### src/rtl/data_mem_arbiter.sv
// data_mem_arbiter: shares one req/gnt/rvalid data-memory port between the
// core LSU (requester 0) and a secondary master (requester 1). Round-robin
// on contention, selection held while memory stalls, and responses routed
// back in order through a small FIFO of 1-bit requester tags.
module data_mem_arbiter #(
  parameter int DATA_WIDTH      = 32,
  parameter int MAX_OUTSTANDING = 2
) (
  input  logic                  clk_i,
  input  logic                  rst_ni,
  input  logic                  r0_req_i,
  input  logic                  r1_req_i,
  output logic                  r0_gnt_o,
  output logic                  r1_gnt_o,
  input  logic [31:0]           r0_addr_i,
  input  logic [31:0]           r1_addr_i,
  input  logic                  r0_we_i,
  input  logic                  r1_we_i,
  input  logic [DATA_WIDTH-1:0] r0_wdata_i,
  input  logic [DATA_WIDTH-1:0] r1_wdata_i,
  output logic                  r0_rvalid_o,
  output logic                  r1_rvalid_o,
  output logic [DATA_WIDTH-1:0] r0_rdata_o,
  output logic [DATA_WIDTH-1:0] r1_rdata_o,
  output logic                  data_req_o,
  input  logic                  data_gnt_i,
  input  logic                  data_rvalid_i,
  output logic [31:0]           data_addr_o,
  output logic                  data_we_o,
  output logic [DATA_WIDTH-1:0] data_wdata_o,
  input  logic [DATA_WIDTH-1:0] data_rdata_i,
  output logic                  err_o
);

  localparam int PW = (MAX_OUTSTANDING > 1) ? $clog2(MAX_OUTSTANDING) : 1;
  localparam int CW = $clog2(MAX_OUTSTANDING + 1);

  typedef enum logic {ARB, HOLD} state_e;

  state_e                     state_q, state_d;
  logic                       sel_q, last_q, err_q;
  logic [MAX_OUTSTANDING-1:0] tag_q;
  logic [PW-1:0]              wr_ptr_q, rd_ptr_q;
  logic [CW-1:0]              count_q;

  logic cand, cand_req, full, handshake, push, pop, head;

  assign full = (count_q == CW'(MAX_OUTSTANDING));

  // Candidate selection, memory request and next state. A full FIFO blocks
  // the request on the registered count, so a same-cycle pop does not help.
  always_comb begin
    cand     = 1'b0;
    cand_req = 1'b0;
    state_d  = ARB;
    if (state_q == HOLD) begin
      cand     = sel_q;
      cand_req = sel_q ? r1_req_i : r0_req_i;
    end else begin
      cand     = (r0_req_i && r1_req_i) ? ~last_q : r1_req_i;
      cand_req = r0_req_i | r1_req_i;
    end
    data_req_o = cand_req && !full;
    handshake  = data_req_o && data_gnt_i;
    if (handshake)                       state_d = ARB;
    else if (data_req_o)                 state_d = HOLD;
    else if (state_q == HOLD && cand_req) state_d = HOLD;  // stalled by full FIFO
  end

  assign data_addr_o  = cand ? r1_addr_i  : r0_addr_i;
  assign data_we_o    = cand ? r1_we_i    : r0_we_i;
  assign data_wdata_o = cand ? r1_wdata_i : r0_wdata_i;
  assign r0_gnt_o     = handshake && !cand;
  assign r1_gnt_o     = handshake &&  cand;

  assign push        = handshake;
  assign pop         = data_rvalid_i && (count_q != '0);
  assign head        = tag_q[rd_ptr_q];
  assign r0_rvalid_o = pop && !head;
  assign r1_rvalid_o = pop &&  head;
  assign r0_rdata_o  = data_rdata_i;
  assign r1_rdata_o  = data_rdata_i;
  assign err_o       = err_q;

  function automatic logic [PW-1:0] ptr_inc(input logic [PW-1:0] p);
    return (p == PW'(MAX_OUTSTANDING - 1)) ? '0 : p + PW'(1);
  endfunction

  // Arbitration state: last_q resets to 1 so requester 0 wins the first tie.
  always_ff @(posedge clk_i or negedge rst_ni) begin
    if (!rst_ni) begin
      state_q <= ARB;
      sel_q   <= 1'b0;
      last_q  <= 1'b1;
    end else begin
      state_q <= state_d;
      if (state_d == HOLD) sel_q  <= cand;
      if (handshake)       last_q <= cand;
    end
  end

  // Response-routing tag FIFO; simultaneous push/pop keeps the count.
  always_ff @(posedge clk_i or negedge rst_ni) begin
    if (!rst_ni) begin
      tag_q    <= '0;
      wr_ptr_q <= '0;
      rd_ptr_q <= '0;
      count_q  <= '0;
    end else begin
      if (push) begin
        tag_q[wr_ptr_q] <= cand;
        wr_ptr_q        <= ptr_inc(wr_ptr_q);
      end
      if (pop) rd_ptr_q <= ptr_inc(rd_ptr_q);
      count_q <= count_q + CW'(push) - CW'(pop);
    end
  end

  // Sticky error: a response arrived with nothing outstanding.
  always_ff @(posedge clk_i or negedge rst_ni) begin
    if (!rst_ni)                          err_q <= 1'b0;
    else if (data_rvalid_i && count_q == '0) err_q <= 1'b1;
  end

endmodule

### config.mk
export PLATFORM = sky130hd
export DESIGN_NAME = data_mem_arbiter
export DESIGN_NICKNAME = d
export VERILOG_FILES = /design/src/rtl/data_mem_arbiter.sv
export SDC_FILE = /design/constraint.sdc
export NUM_CORES = 1
export LEC_CHECK = 0
export BUFFER_PORTS_ARGS = -buffer_cell sky130_fd_sc_hd__buf_2
export CAP_MARGIN = 20
export CORE_AREA = 2 2 119 121
export DETAILED_ROUTE_END_ITERATION = 10
export DIE_AREA = 0 0 121 123
export GPL_ROUTABILITY_DRIVEN = 0
export PLACE_DENSITY = 0.55
export SLEW_MARGIN = 20
export SYNTH_ARGS = -nofsm -noshare
export SYNTH_HDL_FRONTEND = slang
export SYNTH_SLANG_ARGS = --single-unit
### constraint.sdc
create_clock -name clk_i -period 1.86 [get_ports clk_i]
set_input_delay 0.093 -clock clk_i [delete_from_list [all_inputs] [get_ports clk_i]]
set_output_delay 0.093 -clock clk_i [all_outputs]
set_load 0.05 [all_outputs]
Yosys cells after proc, flatten, opt, wreduce, memory -nomap -nowiden
Index checks and enable logic that the tools add are counted.
Operators by class
  add/sub/neg operators: 4
  $lt $le $gt $ge: 3
  equal/unequal tests: 1
  multiplexer cells: 17
  bitwise operators: 2
  reduce and logical (&&, ||, !) cells: 16
Operators with widths (number)
  $mux W32: 2
  $mux W1: 13
  $logic_and A1 B1 Y1: 11
  $lt A1 B2 Y1 const B: 2
  $logic_not A1 Y1: 3
  $add A1 B1 Y1 const B: 2
  $add A2 B1 Y2: 1
  $bwmux W2: 1
  $eq A2 B2 Y1 const B: 1
  $logic_not A2 Y1: 1
  $reduce_bool A2 Y1: 1
  $sub A2 B1 Y2: 1
  $demux W1 S1: 1
  $ge A1 B1 Y1 const B: 1
  $not A1 Y1: 1
  $or A1 B1 Y1: 1
Word-level totals
  bits in registers: 10
  input port bits: 168
  output and inout port bits: 135

Longest topological paths before layout
  depth after elaboration: 6
  gate-level depth with buffers: 6
  mapped depth without buffers: 6

Worst setup path before layout
No wires, ideal clock.
  kind: reg2out
  from: reg state_q
  to: out r0_gnt_o
  arrival: 1.719 ns
  slack: 0.048 ns
  cell stages (with the launch flop): 4
  cell sequence: dfrtp_1 > a21boi_0 > o2111ai_2 > nor2_1
On the way
  word-level cells in the longest chain between the ends: 4
RTL lines
  start: declaration: line 40  | state_e state_q, state_d;
  start signal: assignment: line 96  | state_q <= state_d;
  $mux W1: line 56  | if (state_q == HOLD) begin
  $logic_and A1 B1 Y1: line 63  | data_req_o = cand_req && !full;
  $logic_and A1 B1 Y1: line 64  | handshake = data_req_o && data_gnt_i;
  $logic_and A1 B1 Y1 *: line 73  | assign r0_gnt_o = handshake && !cand;
  end: declaration: line 13  | output logic r0_gnt_o,
Every way passes the cells marked *; elsewhere a longest branch is shown, timed or not.

Worst setup path after layout
  from: reg last_q
  to: out data_wdata_o[3]
On the way
  word-level cells in the longest chain between the ends: 4
RTL lines
  start: declaration: line 41  | logic sel_q, last_q, err_q;
  start signal: assignment: line 98  | if (handshake) last_q <= cand;
  $not A1 Y1: line 60  | cand = (r0_req_i && r1_req_i) ? ~last_q : r1_req_i;
  $mux W1: line 60
  $mux W1: line 56
  $mux W32: line 72  | assign data_wdata_o = cand ? r1_wdata_i : r0_wdata_i;
  end: declaration: line 30  | output logic [DATA_WIDTH-1:0] data_wdata_o,
No other way between the ends.

==> results.md <==
- Number of synthesized flops with an enable pin: 0
- Die width: 121 um
- Warnings, synthesis: 0
- # DRC: 0
- Vias in the first global route: 1901
- DP HPWL: 5.45 mm
- DR pass1 iterations: 4
- Mapped cell area: 0.00181 mm2
- Max Clock Skew: 0.00231 ns
- RSZ-0062 raised after global routing: true
- Total of max-cap violations: 0
- Critical Path Fanout Max: 4
- Clk slew on worst S/H paths: 0.04 ns
- Pre-CTS WS: -0.0720 ns
- Most common cell on crit path: buf_6
- Clock sink count: 10
- Final WS setup: -0.210 ns
- Maximum clock frequency: 483 MHz
- Non-filler cells, final: 521
- Placed instance count: 502
- H-tree Lvls: 1
- Die area: 0.0149 mm2
- Crit path buf inv count: 4
- Asr flop ratio synth: 100%
- Sequential share of the synthesized area: 13.9%
- DRT Wirelength: 7.68 mm
- Die Y: 123 um
- CTS root buffer: clkbuf_16
- Starting Density: 13.3%
- Most frequent cells in the layout: 139 x buf_2, 55 x buf_6, 47 x mux2_4
- Commonest non-fill, non-tap cell in the layout: buf_2
- Fill cell count: 1444
- Worst path cell trace: nand2_2 -> and3_4 -> a21oi_4 -> buf_6 -> buf_12 -> clkbuf_16 -> mux2_4 -> buf_6
- Slew HR: 81.8%
- Worst path required time: 1.77 ns
- Startpoint types: flip-flop
- Wire per inst: 14.7 um
- Main flop type after synthesis: dfrtp_1
- Unique masters post-synth: 30
- First-pass GRT wire length: 10.1 mm
- Largest net degree at the start of global routing: 19
- Bufs on Longest Clock Path: 2
- Arrival @ worst endpoint: 1.98 ns
- Placed inst area: 0.00259 mm2
- IO buf count: 206
- TritonCTS clock tree: done
- CP peak stage delay: 0.53 ns
- Final Hold Viols: 0
- # IOs: 303
- CP Class: reg2out
- Final Cell Area: 0.00362 mm2
- Lkg Pwr: 1.89 nW
- Initial DRC count: 65
- Critical path capture point type: output port
- Worst-Skew Late Latency: 0.23 ns
- Initial antenna violation count: 1
- Final worst path period share: 111%
- Setup violations, final: 66
- CP max-delay cell: dfstp_2
- Rows: 43
- Total number of vias: 1915
- Actual slew at the worst max-slew pin: 0.272 ns
- Fin Hold WS: 0.0821 ns
- Cell family with most CP delay: buffers and inverters
- DRT antenna net count: 0
- Syn Area/Cell: 10.0 um2
- Core area: 0.0136 mm2
- Total CTS buffers: 3
- Vias per cell: 3.68
- Worst vdd ir: 0.542 mV
- P per Cell Area: 1570 mW/mm2
- Total grt overflow: 0
- Final design utilization: 26.6%
- Mapped Cells: 181
- Area Growth Syn to Fin: 100%
- Max Slew Vio Count: 0
- Layout cells sized above 1: 90.9%
- Mapped Nets: 350
- Total global-route track usage: 8.79%
- Failing checks: negative setup slack
- Final #Nets: 510
- Post-synthesis register bit count: 10
- Status: complete, but fails checks
- Worst hold path type: in2reg
- Crit path time final: 2.07 ns
[synth_stat cells (2+ instances only)]
cell type	number	area, um2
mux2i_1	2	20.0
nor2_1	4	15.0
inv_1	2	7.51
o31ai_1	2	15.0
buf_6	3	33.8
mux2_1	17	191
mux2_2	49	552
buf_4	68	510
o21ai_0	2	10.0
dfrtp_1	9	225
xnor2_1	4	35.0
[kinds of logic after synthesis]
kind of cell | Yosys count | share of synthesized area (%)
compound gates | 13 | 6.56
xor+xnor | 5 | 2.42
fa+ha+maj | 1 | 0.690
buf+inv | 74 | 30.7
flops | 10 | 13.9
mux | 69 | 43.0
simple gates | 9 | 2.83
[layer usage]
| layer | share of wire, % | vias up | GRT usage (%) |
|---|---|---|---|
| met5 | 0 | - | 0 |
| met4 | 1.2 | 0 | 2.40 |
| met3 | 9.7 | 19 | 2.26 |
| met1 | 37 | 870 | 9.49 |
| met2 | 53 | 134 | 16.9 |
| li1 | - | 892 | - |
[path summary, 6_finish.rpt]
kind / start / endpoint / slack (ns) / depth (start not counted)
setup / recovery: last_q / data_wdata_o[3] / -0.21 / 8
hold / removal: data_rvalid_i / err_o / 0.08 / 2
setup reg to reg: state_q / tag_q[0] / 0.08 / 10
hold reg to reg: err_o / err_o / 0.45 / 1
max in group asynchronous: rst_ni / last_q / 1.33 / 2
min in group asynchronous: rst_ni / err_o / 0.27 / 2
[report_power, final]
group          leakage, nW  internal [mW]  switching, mW
logic                 1.73           2.28           2.56
clock network       0.0442          0.323         0.0958
registers            0.115          0.326         0.0978
total                 1.89           2.92           2.76
[per-stage QoR]
stage	power, mW	TNS, ns
global route	5.93	-15.13
global placement	3.72	-0.0766
floorplan	3.40	0
CTS	5.45	-12.00
detailed placement	3.73	-0.107
finish	5.68	-10.77
[repair_timing]
item	CTS	global route
buffers inserted	4	4
hold endpoints to repair	10	0
pin swaps	0	2
cloned	5	2
resized for setup	191	22
endpoints found under the setup margin	67	67
hold buffers	1	0
[state kept, by name, indices dropped and copies added, names as in the netlist]
signal    flops
sel_q         1
last_q        1
tag_q         2
wr_ptr_q      1
state_q       1
err_o         1
rd_ptr_q      1
count_q       2
[area by class of cell]
class	instances	area (um2)	area share [%]
multi-input combinational	97	1190	32.9
clock buffer	4	88.8	2.45
sequential	10	253	6.98
timing repair buffer	226	1850	51.1
inverter	3	11.3	0.311
antenna	1	2.50	0.0691
tap	180	225	6.22
[worst reg2reg max path: stages (launching register included)]
cell and delay (ns):
dfrtp_1 0.41, inv_2 0.07, and3_4 0.20, a21oi_4 0.04, buf_6 0.13, buf_12 0.14
clkbuf_16 0.15, buf_6 0.11, buf_6 0.11, buf_4 0.13, o31ai_2 0.20
Note: power is estimated with default switching activity, not from simulation.
